[src/rtl/decode_pkg.sv]
// Shared types and decode helpers for the instruction decode stage.
package decode_pkg;

   localparam int unsigned INSTR_W = 9;
   localparam int unsigned ADDR_W  = 3;
   localparam int unsigned DATA_W  = 8;

   typedef enum logic [2:0] {
      OP_ADD     = 3'd0,
      OP_SUB     = 3'd1,
      OP_AND     = 3'd2,
      OP_LDR     = 3'd3,
      OP_STR     = 3'd4,
      OP_LIM     = 3'd5,
      OP_BNZ     = 3'd6,
      OP_SPECIAL = 3'd7
   } opcode_t;

   typedef enum logic [1:0] {
      ALU_ADD  = 2'b00,
      ALU_SUB  = 2'b01,
      ALU_AND  = 2'b10,
      ALU_PASS = 2'b11
   } aluop_t;

   typedef enum logic {
      ST_RUN  = 1'b0,
      ST_HALT = 1'b1
   } state_t;

   localparam logic [5:0] HALT_CODE = 6'h3F;

   typedef struct packed {
      logic [ADDR_W-1:0] reg1;
      logic [ADDR_W-1:0] reg2;
      logic [ADDR_W-1:0] wReg;
      logic              writeReg;
      logic [DATA_W-1:0] imm;
      aluop_t            aluOp;
      logic              memRead;
      logic              memWrite;
      logic              isBranch;
      logic              decValid;
   } ctrl_t;

   localparam ctrl_t BUBBLE = ctrl_t'('0);

   // Decode one instruction into its control word; unused fields stay zero.
   function automatic ctrl_t decodeInstr(input logic [INSTR_W-1:0] instr);
      ctrl_t c;
      logic [ADDR_W-1:0] a;
      logic [ADDR_W-1:0] b;
      c = BUBBLE;
      a = instr[5:3];
      b = instr[2:0];
      c.decValid = 1'b1;
      case (opcode_t'(instr[8:6]))
         OP_ADD: begin c.reg1 = a; c.reg2 = b; c.wReg = a; c.writeReg = 1'b1; c.aluOp = ALU_ADD; end
         OP_SUB: begin c.reg1 = a; c.reg2 = b; c.wReg = a; c.writeReg = 1'b1; c.aluOp = ALU_SUB; end
         OP_AND: begin c.reg1 = a; c.reg2 = b; c.wReg = a; c.writeReg = 1'b1; c.aluOp = ALU_AND; end
         OP_LDR: begin c.wReg = a; c.reg2 = b; c.memRead = 1'b1; c.writeReg = 1'b1; end
         OP_STR: begin c.reg1 = a; c.reg2 = b; c.memWrite = 1'b1; end
         OP_LIM: begin c.imm = {2'b00, instr[5:0]}; c.aluOp = ALU_PASS; c.writeReg = 1'b1; end
         OP_BNZ: begin c.reg1 = a; c.isBranch = 1'b1; c.imm = {5'b00000, b}; end
         default: ;
      endcase
      return c;
   endfunction

   // Bit 0: field a is a source; bit 1: field b is a source.
   function automatic logic [1:0] sourceMask(input logic [INSTR_W-1:0] instr);
      logic [1:0] m;
      case (opcode_t'(instr[8:6]))
         OP_ADD, OP_SUB, OP_AND, OP_STR: m = 2'b11;
         OP_LDR:                         m = 2'b10;
         OP_BNZ:                         m = 2'b01;
         default:                        m = 2'b00;
      endcase
      return m;
   endfunction

   function automatic logic isHalt(input logic [INSTR_W-1:0] instr);
      return (opcode_t'(instr[8:6]) == OP_SPECIAL) && (instr[5:0] == HALT_CODE);
   endfunction

endpackage

[src/rtl/hazard_unit.sv]
// Load-use hazard detection against the load currently held in the decode register.
module hazard_unit #(
   parameter int unsigned DT = 3
) (
   input  logic [DT-1:0] srcA,
   input  logic [DT-1:0] srcB,
   input  logic [1:0]    srcMask,
   input  logic [DT-1:0] wRegQ,
   input  logic          memReadQ,
   input  logic          decValidQ,
   output logic          hazard
);

   // Hazard only when a used source reads the register the pending load writes.
   always_comb begin
      hazard = decValidQ && memReadQ &&
               ((srcMask[0] && (srcA == wRegQ)) || (srcMask[1] && (srcB == wRegQ)));
   end

endmodule

[src/rtl/decode_stage.sv]
// Instruction decode stage: handshake with fetch, registered regFile/ALU/memory
// controls, load-use bubbling, flush and sticky HALT.
module decode_stage
   import decode_pkg::*;
#(
   parameter int unsigned IW = INSTR_W,
   parameter int unsigned DT = ADDR_W,
   parameter int unsigned WT = DATA_W
) (
   input  logic          CLK,
   input  logic          Reset_n,
   input  logic [IW-1:0] InstrIn,
   input  logic          InstrValid,
   output logic          InstrReady,
   input  logic          Flush,
   output logic [DT-1:0] Reg1,
   output logic [DT-1:0] Reg2,
   output logic [DT-1:0] WReg,
   output logic          WriteReg,
   output logic [WT-1:0] Imm,
   output logic [1:0]    AluOp,
   output logic          MemRead,
   output logic          MemWrite,
   output logic          IsBranch,
   output logic          DecValid,
   output logic          Halted
);

   state_t     state;
   state_t     stateNext;
   ctrl_t      ctrlQ;
   ctrl_t      ctrlNext;
   ctrl_t      ctrlDec;
   logic [1:0] srcMask;
   logic       hazard;
   logic       accept;

   assign ctrlDec = decodeInstr(InstrIn);
   assign srcMask = sourceMask(InstrIn);

   hazard_unit #(.DT(DT)) uHazard (
      .srcA      (InstrIn[5:3]),
      .srcB      (InstrIn[2:0]),
      .srcMask   (srcMask),
      .wRegQ     (ctrlQ.wReg),
      .memReadQ  (ctrlQ.memRead),
      .decValidQ (ctrlQ.decValid),
      .hazard    (hazard)
   );

   // Handshake, next state and next control word; anything not accepted becomes a bubble.
   always_comb begin
      stateNext  = state;
      ctrlNext   = BUBBLE;
      InstrReady = (state == ST_RUN) && !Flush && !hazard;
      accept     = InstrReady && InstrValid;
      if (accept) begin
         if (isHalt(InstrIn)) begin
            stateNext = ST_HALT;
         end else begin
            ctrlNext = ctrlDec;
         end
      end
   end

   // State and control registers.
   always_ff @(posedge CLK or negedge Reset_n) begin
      if (!Reset_n) begin
         state <= ST_RUN;
         ctrlQ <= BUBBLE;
      end else begin
         state <= stateNext;
         ctrlQ <= ctrlNext;
      end
   end

   assign Reg1     = ctrlQ.reg1;
   assign Reg2     = ctrlQ.reg2;
   assign WReg     = ctrlQ.wReg;
   assign WriteReg = ctrlQ.writeReg;
   assign Imm      = ctrlQ.imm;
   assign AluOp    = ctrlQ.aluOp;
   assign MemRead  = ctrlQ.memRead;
   assign MemWrite = ctrlQ.memWrite;
   assign IsBranch = ctrlQ.isBranch;
   assign DecValid = ctrlQ.decValid;
   assign Halted   = (state == ST_HALT);

endmodule

[config.mk]
export PLATFORM = sky130hd
export DESIGN_NAME = decode_stage
export DESIGN_NICKNAME = d
export VERILOG_FILES = /design/src/rtl/decode_pkg.sv /design/src/rtl/hazard_unit.sv /design/src/rtl/decode_stage.sv
export SDC_FILE = /design/constraint.sdc
export NUM_CORES = 1
export LEC_CHECK = 0
export CORE_ASPECT_RATIO = 1.1
export CORE_UTILIZATION = 39
export CTS_BUF_LIST = sky130_fd_sc_hd__clkbuf_4
export DETAILED_ROUTE_END_ITERATION = 7
export PLACE_DENSITY = 0.82
export SYNTH_ARGS = -nofsm -noshare
export SYNTH_HDL_FRONTEND = slang
export SYNTH_HIERARCHICAL = 1
export SYNTH_SLANG_ARGS = --single-unit
[constraint.sdc]
create_clock -name CLK -period 1.4 [get_ports CLK]
set_input_delay 0.21 -clock CLK [delete_from_list [all_inputs] [get_ports CLK]]
set_output_delay 0.21 -clock CLK [all_outputs]
set_load 0.01 [all_outputs]
After elaboration in Yosys (flattened, before gate mapping) --
Index checks and enable logic that the tools add are counted.
Word-level totals: input bits 13, bits in registers 25, bits in read-only memories 0, memory bits (writable) 0, word-level logic and storage cells 52, latch bits 0, output and inout bits 26, memories kept 0
Operators by class: divide/modulo/power cells 0, bitwise operators 1, add/sub/neg operators 0, shifts and indexed selects 0, multiply operators 0, $lt $le $gt $ge 0, muxes and demuxes 12, reduce and logical (&&, ||, !) cells 18, eq/ne operators 10
Operator list (number):
- $mux 24 | 2
- $reduce_or 5->1 | 3
- $eq 3x3->1 const B | 4
- $pmux 2 s3 | 2
- $pmux 6 s2 | 1
- $mux 3 | 3
- $logic_and 1x1->1 | 8
- $reduce_or 4->1 | 2
- $eq 3x2->1 const B | 2
- $eq 3x3->1 | 2
- $eq 6x6->1 const B | 1
- $mux 1 | 4
- $eq 3x1->1 const B | 1
- $logic_not 3->1 | 1
- $logic_not 1->1 | 2
- $reduce_and 2->1 | 1
- $logic_or 1x1->1 | 1
- $not 1->1 | 1

Depth between registers and ports, before layout --
Gate-level depths: netlist of the first run.
word-level depth 10, depth in mapped cells 8, depth with buffers taken out 7

By module --
Netlist of the first run, hierarchy kept.
By module, submodules not included:
- decode_stage | cells each 74, instances 1, area each 887.1 um^2, sequential area each 575.6 um^2
- hazard_unit | cells each 10, instances 1, area each 73.8 um^2, sequential area each 0.0 um^2

Least setup slack after synthesis of the first run --
OpenSTA, ideal clock, no wires.
path type input-to-reg, from input port InstrIn[8], to register ctrlQ, in the netlist Reg1[0], library setup time 0.066 ns, path buffers 2, slack -0.284 ns, data required time 1.334 ns, stages 8, arrival 1.618 ns, cells stage by stage clkbuf_1 > o21ai_0 > nand4_1 > a21oi_1 > or4b_1 > buf_6 > nor2b_4 > and2_1
RTL lines:
- start, declared | line decode_stage.sv:12 | input logic [IW-1:0] InstrIn,
- end signal, assigned | line decode_stage.sv:73 | ctrlQ <= ctrlNext;
- end, declared | line decode_stage.sv:31 | ctrl_t ctrlQ;

Worst setup path after layout of the first run --
from register ctrlQ, in the netlist WReg[2], to output port InstrReady
On the way: longest elaborated chain between the ends 6, elaborated cells on any way between the ends 8, classes of those cells eq/ne: 2; reduce/logical: 6
Ends and longest elaborated chain:
- $eq 3x3->1 | line hazard_unit.sv:17 | ((srcMask[0] && (srcA == wRegQ)) || (srcMask[1] && (srcB == wRegQ)));
- $logic_and 1x1->1 | line hazard_unit.sv:17
- $logic_or 1x1->1 * | line hazard_unit.sv:17
- $logic_and 1x1->1 * | line hazard_unit.sv:16 | hazard = decValidQ && memReadQ &&
- via hazard | line decode_stage.sv:35 | logic hazard;
- $logic_not 1->1 * | line decode_stage.sv:55 | InstrReady = (state == ST_RUN) && !Flush && !hazard;
- $logic_and 1x1->1 * | line decode_stage.sv:55
- end, declared | line decode_stage.sv:14 | output logic InstrReady,
The timed path passes the listed nets; every way through them passes the cells marked *.

==> results of run 1 <==
==> cell families (layout without fill, tap and decap cells) <==
kind of cell,after synthesis,count (layout)
buf+inv,7,68
xor+xnor,7,7
other cells,1,2
simple gates,40,40
compound gates,6,6
flops,23,23
==> layout by cell type (no fill, tap or decap), types with 2 or more instances in the layout <==
cell type / netlist / routed
a21oi_1: 3 / 2
and2_1: 15 / 14
buf_4: 2 / 25
buf_6: 1 / 3
clkbuf_4: 0 / 4
clkdlybuf4s50_1: 0 / 11
conb_1: 1 / 2
dfrtp_1: 23 / 23
dlygate4sd2_1: 0 / 10
dlymetal6s2s_1: 0 / 11
nand2_1: 4 / 4
nand4_1: 3 / 3
nor2_1: 3 / 3
nor2b_4: 2 / 2
nor3_1: 5 / 2
nor3_4: 0 / 2
o21ai_1: 0 / 2
xnor2_1: 7 / 7
==> where the power goes <==
group	internal (mW)	leakage (nW)	switching, mW	total, mW
clock	0.131	0.0184	0.184	0.314
combinational	0.131	0.649	0.114	0.245
sequential	0.680	0.315	0.00688	0.687
==> repair_timing <==
item / in CTS / in global routing
setup endpoints to repair: 36 / 37
cloned: 0 / 0
pin swaps: 12 / 9
buffers inserted: 3 / 3
hold endpoints to repair: 0 / 0
resized for setup: 34 / 17
==> sequential cells by signal (all words and copies together) (netlist names) <==
| register | flops |
|---|---|
| DecValid | 1 |
| MemWrite | 1 |
| WReg | 3 |
| AluOp | 2 |
| Halted | 1 |
| Imm | 6 |
| Reg2 | 3 |
| IsBranch | 1 |
| Reg1 | 3 |
| MemRead | 1 |
| WriteReg | 1 |
==> metal layers <==
layer  global-route usage (%)  vias up  wire length (um)
li1                         -      394                 -
met1                    20.96      417               952
met5                        0        -                 0
met2                    40.87       28              1366
met4                    8.333        0                60
met3                    5.367        7               116
==> path summary, 6_finish.rpt <==
check                      slack (ns)       start  cells past startpoint         end
max in group asynchronous        0.95     Reset_n                      2     WReg[0]
setup / recovery                -0.47     WReg[2]                      6  InstrReady
hold reg to reg                  0.60      Halted                      2      Halted
min in group CLK                 0.37  InstrIn[8]                      3    MemWrite
hold / removal                   0.24     Reset_n                      2      Imm[4]
setup reg to reg                -0.45     WReg[2]                      8      Imm[3]
==> cell type report <==
| type | count | area share, % |
|---|---|---|
| Inverter | 1 | 0.3817 |
| Timing Repair Buffer | 63 | 35.19 |
| Multi-Input combinational cell | 55 | 25.19 |
| Tap cell | 30 | 2.290 |
| Sequential cell | 23 | 35.11 |
| Clock buffer | 4 | 1.832 |
==> critical path, cell delays in order, from the launching register on <==
cell and delay, ns:
dfrtp_1 0.44, xnor2_1 0.16, nand4_1 0.16, a21oi_2 0.08, or3_4 0.36, inv_4 0.07, buf_6 0.09
==> through the flow <==
step | cells | power (mW) | setup TNS, ns | setup WS [ns]
after detailed placement | 169 | 0.9275 | -16.11 | -0.9088
after floorplan | 85 | 0.7852 | -3.102 | -0.2119
after global routing | 176 | 1.311 | -10.38 | -0.5324
final | 176 | 1.247 | -9.098 | -0.4712
after CTS | 175 | 1.249 | -8.053 | -0.4896
after global placement | 169 | 0.9212 | -14.51 | -0.8161
==> out/results.txt, run 1 <==
status - finished with violations
failing checks - setup timing
Initial Util - 41.83%
vias - 846
design area - 1639 um^2
H-tree depth - 1
Arr. time, crit path - 1.66 ns
Final Cycle Share - 133.7%
mean area per synthesized cell - 11.44 um^2
synthesized cell area - 960.9 um^2
synth unique cells - 23
TritonCTS Buffers - 3
Synth area leaders - dfrtp_1, and2_1, xnor2_1
Peak VDD IR - 439.8 uV
post-DP HPWL - 1.737 mm
Fin Clk Skew - 0.001485 ns
Vert. Die Dim - 54.06 um
Port Buffers - 36
Multi-input gate area - 412.9 um^2
largest family of logic cells by synthesized area - simple AND/OR/NAND/NOR gates
vias in the first global route - 826
clock slew at reported path FFs - 0.11 ns
startpoint types - register
simple logic cell fraction of the synthesized area - 25.52%
min Tclk post-route - 1.871 ns
fillcell total - 151
# clock sinks - 23
Routed Antenna Nets - 0
cell taking the most area after synthesis - dfrtp_1
RSZ-0062 raised after global routing - yes
layout cell share with drive strength beyond 1 - 32.19%
Final WS setup - -0.4712 ns
final max-slew violation count - 0
worst setup path class - register to primary output
Pwr per Cell Area - 760.9 nW/um^2
maximum capacitance violations - 0
Top FF cell, synth - dfrtp_1
Placed Area - 1515 um^2
register area - 575.6 um^2
P&R area growth vs syn - 70.57%
die area - 2667 um^2
worst path required time - 1.19 ns
worst hold path type - input port to async pin
CP max FO - 3
final setup violating endpoints - 24
Placer Congestion - 0.8395
Post-synth EDFFs - 0
Final Util - 71.35%
ys async rst share - 100.0%
ant diodes - 0
vias per cell - 4.807
initial antenna violation count - 0
TritonCTS clock tree - built
drt total wl - 2.496 mm
detail-routed net length per standard cell - 14.18 um
Worst-Skew Late Latency - 0.31 ns
Post-CTS Hold Fix Bufs - 0
Clock Tree Buf Depth - 2
Hold WS - 0.2383 ns
largest net degree at the start of global routing - 24
Synthesis Warnings - 6
IO Pins - 39
Synth Area in Compound Gates - 3.516%
adder-cell area share of the yosys netlist - 0%
clk root buf - clkbuf_4
#FFs+latches synth - 23
DR iter-0 viols - 14
post-synthesis mux area share - 0%
most common cell in the netlist - dfrtp_1
first-pass GRT wire length - 3.857 mm
Synth Area in XOR/XNOR - 6.380%
fin nets - 160
Seq/Total Area, Yosys - 59.90%
Tot GR Track Use - 20.72%
# DRC - 0
Mapped Cells - 84
core area - 2297 um^2
Post-synth top cells - dfrtp_1, and2_1, xnor2_1
drt first pass iters - 4
Critical Path Sink Type - primary output
maximum clock frequency - 534.4 MHz
Final Hold Viols - 0
grt ovf - 0
post-synth top area share - 59.90%
# rows - 18
Die Wd - 49.33 um
Lkg Pwr - 0.9830 nW
(Power assumes the default switching activity.)
==> run 2: changes to the inputs <==
- CORE_ASPECT_RATIO: 1.1 -> 0.5
- CORE_UTILIZATION: 39 -> 40
- SYNTH_HIERARCHICAL: 1 -> default
==> run 2 against run 1 <==
Against the previous run:
- the flow still finishes with violations (setup timing)
- combinational power fell by 4%
- wire length rose by 9.1%
- cell count rose by 6.8%
- power rose by 0.25%
- synthesized cell count rose by 7.1%
- critical path depth fell by 1
- core utilization fell by 1.5 points
- maximum frequency rose by 8.2%
- sequential share of layout area rose by 0.35 points
- critical path type unchanged
==> out/results.txt, run 2 <==
Initial Util - 44.68% (+2.8 points)
Lkg Pwr - 0.8246 nW (-16%)
die area - 2820 um^2 (+5.7%)
P&R area growth vs syn - 56.44%
Vert. Die Dim - 38.05 um (-30%)
RR Endpoint - AluOp[0]
Top FF cell, synth - dfrtp_1
met3 wire len - 120 um (+3.4%)
Sw Ratio - 27.07% (+2.7 points)
most common cell in the netlist - dfrtp_1
synthesized cell area - 1040 um^2 (+8.2%)
CP max FO - 3 (unchanged)
cell taking the most area after synthesis - dfrtp_1
Worst-Skew Late Latency - 0.33 ns (+0.02 ns)
post-synth top area share - 55.35% (-4.5 points)
H-tree depth - 1 (unchanged)
sequential cell fraction of total power - 55.0% (about the same)
Final WS setup - -0.3299 ns (+0.1412 ns)
Final Cycle Share - 123.6% (-10 points)
Fin Clk Skew - 0.001604 ns (+0.0001189 ns)
Largest register FFs - 6 (unchanged)
drt first pass iters - 4 (unchanged)
Final Util - 69.89% (-1.5 points)
Critical path buffers and inverters - 1 (-1)
Tot GR Track Use - 21.65% (+0.93 points)
Post-synth top cells - dfrtp_1, nand2_1, nor2_1
Placer Congestion - 0.8052 (-4.1%)
failing checks - setup timing
min Tclk post-route - 1.730 ns (-0.1412 ns)
top sig layer - met4
Worst R2R Setup Slack - -0.13 ns (+0.32 ns)
TritonCTS Buffers - 3 (unchanged)
Synth area leaders - dfrtp_1, xnor2_1, nor4b_2
Critical R2R Launch - WReg[2]
Clock Tree Buf Depth - 2 (unchanged)
commonest non-fill, non-tap cells in the layout - buf_4, dfrtp_1, dlygate4sd2_1, clkdlybuf4s50_1, nand2_1
Routed Antenna Nets - 0 (unchanged)
grt ovf - 0 (unchanged)
Pwr per Cell Area - 768.6 nW/um^2 (+1.0%)
Synthesis Warnings - 0 (-6)
Mapped Cells - 90 (+7.1%)
worst path required time - 1.19 ns (about the same)
Final Hold Viols - 0 (unchanged)
Arr. time, crit path - 1.52 ns (-0.14 ns)
Die Wd - 74.10 um (+50%)
final max-slew violation count - 0 (unchanged)
Net Sw Power - 0.3385 mW (+11%)
post-DP HPWL - 1.724 mm (-0.71%)
synth unique cells - 28 (+22%)
Total Power - 1.250 mW (+0.25%)
startpoint types - register
Met1 Routed Length - 1.287 mm (+35%)
IO Pins - 39 (unchanged)
ant diodes - 0 (unchanged)
CP max stage delay - 0.47 ns (+0.03 ns)
register area - 576.8 um^2 (+0.22%)
CP Cell Sequence - xnor2_2 > nand4_1 > a21oi_2 > nor3_1 > buf_2
vias per cell - 4.617 (-3.9%)
maximum capacitance violations - 0 (unchanged)
vias - 868 (+2.6%)
worst slack, placed - -0.5483 ns (+0.3604 ns)
worst setup path class - register to primary output
power share of the clock group - 26.3% (+1.1 points)
final setup violating endpoints - 22 (-8.3%)
core area - 2327 um^2 (+1.3%)
Critical Path Sink Type - primary output
detail-routed net length per standard cell - 14.48 um (+2.1%)
Seq/Total Area, Yosys - 55.35% (-4.5 points)
met2 wire length - 1.270 mm (-7.0%)
layout cell share with drive strength beyond 1 - 33.33% (+1.1 points)
Pint - 0.9117 mW (-3.3%)
maximum clock frequency - 578.1 MHz (+8.2%)
fillcell total - 173 (+15%)
# rows - 12 (-6)
first-pass GRT wire length - 4.181 mm (+8.4%)
Logic pwr share - 18.7% (-1.0 points)
initial antenna violation count - 0 (unchanged)
Multi-input gate area - 436.7 um^2 (+5.8%)
mean area per synthesized cell - 11.55 um^2 (+0.99%)
design area - 1627 um^2 (-0.76%)
largest net degree at the start of global routing - 24 (unchanged)
# clock sinks - 23 (unchanged)
TritonCTS clock tree - built
status - finished with violations
clk root buf - clkbuf_4
Post-synth EDFFs - 0 (unchanged)
most common cell after layout, fill and taps aside - buf_4
# DRC - 0 (unchanged)
r2r worst-path depth - 5 (-3)
vias in the first global route - 824 (-0.24%)
RSZ-0062 raised after global routing - yes
drt total wl - 2.723 mm (+9.1%)
Peak VDD IR - 671.1 uV (+53%)
ys async rst share - 100.0% (unchanged)
clock slew at reported path FFs - 0.13 ns (+0.02 ns)
Placed Area - 1553 um^2 (+2.5%)
#FFs+latches synth - 23 (unchanged)
worst hold path type - input port to async pin
fin nets - 167 (+4.4%)
Max stage delay cell, worst path - dfrtp_2
delay-heaviest family, CP - flip-flops
Port Buffers - 36 (unchanged)
DR iter-0 viols - 56 (+42)
## run 2: cell count changes in the layout (fill, tap and decap cells not counted), moves of 3 or more
cell / before / now
nand2_1: 4 / 11
and2_1: 14 / 3
nor4b_2: 0 / 3
nor3_1: 2 / 5
dlygate4sd2_1: 10 / 20
dlymetal6s2s_1: 11 / 0
nor2_1: 3 / 6
## run 2: final cells by class
class | instances | share of cell area (%)
Clock buffer | 3 | 1.385
Clock inverter | 1 | 0.3077
Inverter | 1 | 0.2308
Multi-Input combinational cell | 61 | 26.85
Sequential cell | 23 | 35.46
Tap cell | 35 | 2.692
Timing Repair Buffer | 64 | 33.08
## run 2: how the worst max path moves through the flow
stage / start / end / cells after the start
final: WReg[2] / InstrReady / 5
after global routing: WReg[0] / InstrReady / 5
after CTS: WReg[1] / InstrReady / 5
after detailed placement: InstrIn[7] / InstrReady / 6
after global placement: InstrIn[7] / InstrReady / 6
after floorplan: WReg[0] / InstrReady / 5
## run 2: timing repair
| item | CTS | global route |
|---|---|---|
| gates cloned | 0 | 0 |
| endpoints found under the setup margin | 38 | 26 |
| setup buffers | 5 | 3 |
| hold buffers | 0 | 0 |
| gates resized for setup | 36 | 5 |
| pin swaps | 6 | 0 |
## run 2: metal layers
| metal | track usage [%] | vias up |
|---|---|---|
| met5 | 0 | - |
| met4 | 10.58 | 0 |
| met3 | 4.737 | 4 |
| met2 | 33.18 | 27 |
| met1 | 29.38 | 411 |
| li1 | - | 426 |
## run 2: cell families (layout without fill, tap and decap cells)
| family | count (synthesis) | after routing | share of synthesized area, % |
|---|---|---|---|
| and+or+nand+nor | 46 | 46 | 29.48 |
| DFF | 23 | 23 | 55.35 |
| AOI/OAI and AO/OA | 7 | 7 | 4.692 |
| buffers and inverters | 7 | 69 | 5.053 |
| xor gates and xnor gates | 6 | 6 | 5.054 |
| other | 1 | 2 | 0.3607 |
## run 2: power groups by stage
stage	logic (mW)	clock network [mW]	registers, mW
floorplan	0.0746	0	0.709
global placement	0.219	0	0.700
detailed placement	0.224	0	0.700
CTS	0.222	0.332	0.686
global route	0.252	0.363	0.689
finish	0.234	0.329	0.687
## run 2: per-stage QoR
| stage | cells | TNS, ns | hold slack [ns] |
|---|---|---|---|
| CTS | 185 | -0.7899 | 0.2153 |
| floorplan | 91 | 0 | -0.08559 |
| detailed placement | 176 | -7.808 | 0.5859 |
| finish | 188 | -2.528 | 0.2083 |
| global route | 188 | -3.685 | 0.2094 |
| global placement | 176 | -7.532 | 0.5763 |
==> run 3: changes to the inputs <==
- CAP_MARGIN: default -> 40
- CTS_CLUSTER_DIAMETER: default -> 50
==> results of run 3 <==
Final layout, timing and power as in run 2 (identical DEF).
